$ cat src/rtl/alu_core.sv
// Registered 32-bit integer ALU: one operation captured per clock edge,
// result and zero/overflow/carry flags held until the next edge.
module alu_core (
  input  logic        clk,
  input  logic        rst,
  input  logic [31:0] A,
  input  logic [31:0] B,
  input  logic [3:0]  ALU_operation,
  input  logic [4:0]  shamt,
  output logic [31:0] res,
  output logic        zero,
  output logic        overflow,
  output logic        carry
);

  localparam logic [3:0] OpAnd  = 4'd0;
  localparam logic [3:0] OpOr   = 4'd1;
  localparam logic [3:0] OpAdd  = 4'd2;
  localparam logic [3:0] OpAddu = 4'd3;
  localparam logic [3:0] OpSub  = 4'd4;
  localparam logic [3:0] OpSubu = 4'd5;
  localparam logic [3:0] OpSlt  = 4'd6;
  localparam logic [3:0] OpSltu = 4'd7;
  localparam logic [3:0] OpSll  = 4'd8;
  localparam logic [3:0] OpSrl  = 4'd9;
  localparam logic [3:0] OpSra  = 4'd10;
  localparam logic [3:0] OpXor  = 4'd11;
  localparam logic [3:0] OpNor  = 4'd12;
  localparam logic [3:0] OpLui  = 4'd13;

  logic [32:0] sum;
  logic [31:0] diff;
  logic        add_ovf;
  logic        sub_ovf;
  logic        borrow;
  logic        slt;
  logic [31:0] res_d;
  logic        overflow_d;
  logic        carry_d;

  assign sum     = {1'b0, A} + {1'b0, B};
  assign diff    = A - B;
  assign borrow  = A < B;
  assign add_ovf = ~(A[31] ^ B[31]) & (sum[31] ^ A[31]);
  assign sub_ovf = (A[31] ^ B[31]) & (diff[31] ^ A[31]);
  // Signed less-than: operand signs differ -> A negative wins; else use the unsigned compare.
  assign slt     = (A[31] ^ B[31]) ? A[31] : borrow;

  always_comb begin
    res_d      = 32'h0;
    overflow_d = 1'b0;
    carry_d    = 1'b0;
    case (ALU_operation)
      OpAnd:  res_d = A & B;
      OpOr:   res_d = A | B;
      OpAdd: begin
        res_d      = sum[31:0];
        overflow_d = add_ovf;
        carry_d    = sum[32];
      end
      OpAddu: begin
        res_d   = sum[31:0];
        carry_d = sum[32];
      end
      OpSub: begin
        res_d      = diff;
        overflow_d = sub_ovf;
        carry_d    = borrow;
      end
      OpSubu: begin
        res_d   = diff;
        carry_d = borrow;
      end
      OpSlt:  res_d = {31'h0, slt};
      OpSltu: res_d = {31'h0, borrow};
      OpSll:  res_d = B << shamt;
      OpSrl:  res_d = B >> shamt;
      OpSra:  res_d = $unsigned($signed(B) >>> shamt);
      OpXor:  res_d = A ^ B;
      OpNor:  res_d = ~(A | B);
      OpLui:  res_d = {B[15:0], 16'h0};
      default: begin
        res_d      = 32'h0;
        overflow_d = 1'b0;
        carry_d    = 1'b0;
      end
    endcase
  end

  always_ff @(posedge clk or posedge rst) begin
    if (rst) begin
      res      <= 32'h0;
      zero     <= 1'b1;
      overflow <= 1'b0;
      carry    <= 1'b0;
    end else begin
      res      <= res_d;
      zero     <= (res_d == 32'h0);
      overflow <= overflow_d;
      carry    <= carry_d;
    end
  end

endmodule

$ cat config.mk
export PLATFORM = sky130hd
export DESIGN_NAME = alu_core
export DESIGN_NICKNAME = d
export VERILOG_FILES = /design/src/rtl/alu_core.sv
export SDC_FILE = /design/constraint.sdc
export NUM_CORES = 1
export LEC_CHECK = 0
export ABC_AREA = 1
export CORE_ASPECT_RATIO = 1.4
export CORE_MARGIN = 8
export CORE_UTILIZATION = 35
export DETAILED_ROUTE_END_ITERATION = 8
export PLACE_DENSITY_LB_ADDON = 0.3
export SETUP_SLACK_MARGIN = 0.15
export SLEW_MARGIN = 10
export SYNTH_ARGS = -nofsm -noshare
export SYNTH_HDL_FRONTEND = slang
export SYNTH_SLANG_ARGS = --single-unit
$ cat constraint.sdc
create_clock -name clk -period 3.3 [get_ports clk]
set_clock_uncertainty 0.2 [all_clocks]
set_input_delay 0.495 -clock clk [delete_from_list [all_inputs] [get_ports clk]]
set_output_delay 0.495 -clock clk [all_outputs]
set_load 0.02 [all_outputs]
==> run metrics <==
outcome finished, final reports clean; Post-synth EDFFs 0; Worst path slowest cell clkdlybuf4s50_1; critical path, cell by cell clkdlybuf4s50_1 -> nor2_2 -> nand2_2 -> buf_4 -> buf_6 -> buf_8 -> o211ai_1 -> nor2_1 -> nand3_1 -> nor2_2 -> nand3_2 -> nor2_1 -> nand2_1 -> nor2_2 -> nand3_4 -> nor2_4; Mapped Cells 2350; top-area cell type share of the netlist area 26.5%; Final Max Tran Viols 0; Final Power 4.33 mW; fin crit share 93.6%; slowest stage delay, CP 0.54 ns; clock sinks 35; first-pass GRT wire length 108 mm; simple-gate portion of the synthesized area 56.5%; DRT iter0 DRCs 1634; post-synthesis register bit count 35; Setup Viol. Count Final 0; grt total ovfl 0; main combinational cell family by area after synthesis simple AND/OR/NAND/NOR gates; Starting Density 35.5%; Post-DP HPWL 63.2 mm; # DRC 0; GP Congestion 1.05; relative slew slack 47.0%; CTS root buffer clkbuf_16; ys async rst share 100%; top cells by count, synth nand2_1 (832), nand3_1 (446), inv_1 (339), nor2_1 (207), ha_1 (96); largest net degree at the start of global routing 36; clk slew on worst S/H paths 0.07 ns; TritonCTS clock tree done; peak supply drop 0.000232 V; most frequent CP cell nor2_2; fin nets 3158; area delta synth->final 61.3%; post-synth cell types 47; CTS buffer count 5; most common cell in the netlist nand2_1; Compound-Gate Fraction of Synth Area 9.75%; crit path DAT 3.15 ns; DR vias/cell 5.40; startpoint types primary input; final WL 74.8 mm; clock buffer depth 2; Max-Cap Viols 0; Reg area 877 µm²; via count 18506; core area 33200 µm²; kind of critical path primary input to flip-flop; Final min period 3.09 ns; syn avg cell area 5.01 µm²; worst-path fanout max 11; drt first pass iters 6; fmax 324 MHz; ratio of cells with drive above 1 in the final layout 29.9%; CP required 3.36 ns; Pwr per Cell Area 228 nW/µm²; top cells by area, synth nand2_1 (27%), nand3_1 (19%), inv_1 (11%); H-Tree Depth 2; Fin Setup TNS 0 ns; filler instances 3478; Synth area leader nand2_1; Routed wire per std cell 21.8 µm; PortBufs 109; post-synthesis sequential area ratio 7.44%; synthesized netlist net count 2523; Synth Area in XOR/XNOR 0.223%; final hold viol count 0; top_reg_cell synth dfrtp_1; # rows 79; fin util 57.2%; Total GRT Usage 36.7%; multi-input logic area 10200 µm²; vias in the first global route 17954; worst hold path type primary input to async pin; RSZ-0062 raised after global routing false; Top Ports 110; initial antenna violation count 0; die area 39900 µm²; Die Wd 171 µm; dpl ws -1.10 ns; Synth Warn # 0; ANT nets after route 0; # diodes 0; adder-cell share of the synthesized area 10.5%; Final WS setup 0.211 ns; leak pwr 10.7 nW; Die Y 233 µm; CP Capture Type flip-flop; cell area after synthesis 11800 µm²; Slew @ Worst Pin 0.792 ns; mux share of post-synthesis cell area 0%
## state kept, by name, summed over array words and instances (netlist names)
name	count
res	32
carry	1
overflow	1
zero	1
## cell type report
cell class              instances  share of cell area, %
multi-input cells            1868                   53.6
repair buffers                720                   31.0
inverters                     355                   7.05
flip-flops and latches         35                   4.62
well taps                     445                   2.93
clock buffers                   6                  0.731
clock inverters                 1                 0.0263
## layout by cell type (no fill, tap or decap), drive strengths merged, types with 2 or more instances in the layout
cell,Yosys,routed
fa,2,2
clkinv,1,2
dlymetal6s2s,0,27
a31oi,3,3
o21ai,68,68
nand3,447,447
inv,354,354
nor3,16,16
o22ai,17,17
dfrtp,34,34
nand4,22,22
o21bai,5,5
and3,2,2
o221ai,4,4
a211oi,3,3
ha,96,96
a221oi,2,2
nand3b,6,6
a21oi,65,65
xor2,3,3
clkdlybuf4s50,0,61
nor2,220,220
buf,68,613
or2,3,3
o2111ai,3,3
and2,10,10
o211ai,24,24
nand2,842,842
clkbuf,24,7
dlygate4sd2,0,18
## worst paths after layout
| check | startpoint | endpoint | slack [ns] | cells past startpoint |
|---|---|---|---|---|
| max | ALU_operation[3] | zero | 0.21 | 16 |
| min | rst | res[21] | 0.43 | 3 |
| max in group asynchronous | rst | res[25] | 2.07 | 3 |
| min in group clk | ALU_operation[2] | overflow | 0.55 | 4 |
## report_power, final
part,switching [mW],internal [mW]
logic,1.88,1.40
clock network,0.242,0.297
registers,0.0194,0.489
## kinds of logic (layout without fill, tap and decap cells)
group                      after synthesis  after routing
DFF                                     35             35
AOI/OAI and AO/OA                      198            198
xor gates and xnor gates                 3              3
adders and majority gates               98             98
and+or+nand+nor                       1569           1569
buffers and inverters                  447           1082
## through the flow
stage	area, µm²	hold WS, ns	cells
3_5_place_dp	17500	0.774	3401
6_report	19000	0.432	3430
5_1_grt	19000	0.487	3430
3_3_place_gp	17500	0.766	3401
4_1_cts	18200	0.435	3414
2_1_floorplan	11800	0.449	2350
## per-layer routing
layer	global-route usage, %	wire length [µm]	vias up
met5	0	0	-
met1	40.8	27200	8537
met4	27.9	6890	0
li1	-	-	8751
met3	4.21	5160	272
met2	63.4	35500	946
## worst max-delay path, delay by kind of cell
kind / cells / cell delay, ns
and+or+nand+nor: 11 / 1.44
buffers and inverters: 4 / 1.07
AOI/OAI and AO/OA: 1 / 0.13
## what timing repair did
| action | CTS | global route |
|---|---|---|
| hold buffers | 0 | 0 |
| buffers inserted | 6 | 16 |
| gates resized for setup | 158 | 201 |
| cloned | 0 | 0 |
| pin swaps | 20 | 64 |
| setup endpoints to repair | 9 | 3 |
Note: power is estimated with default switching activity, not from simulation.
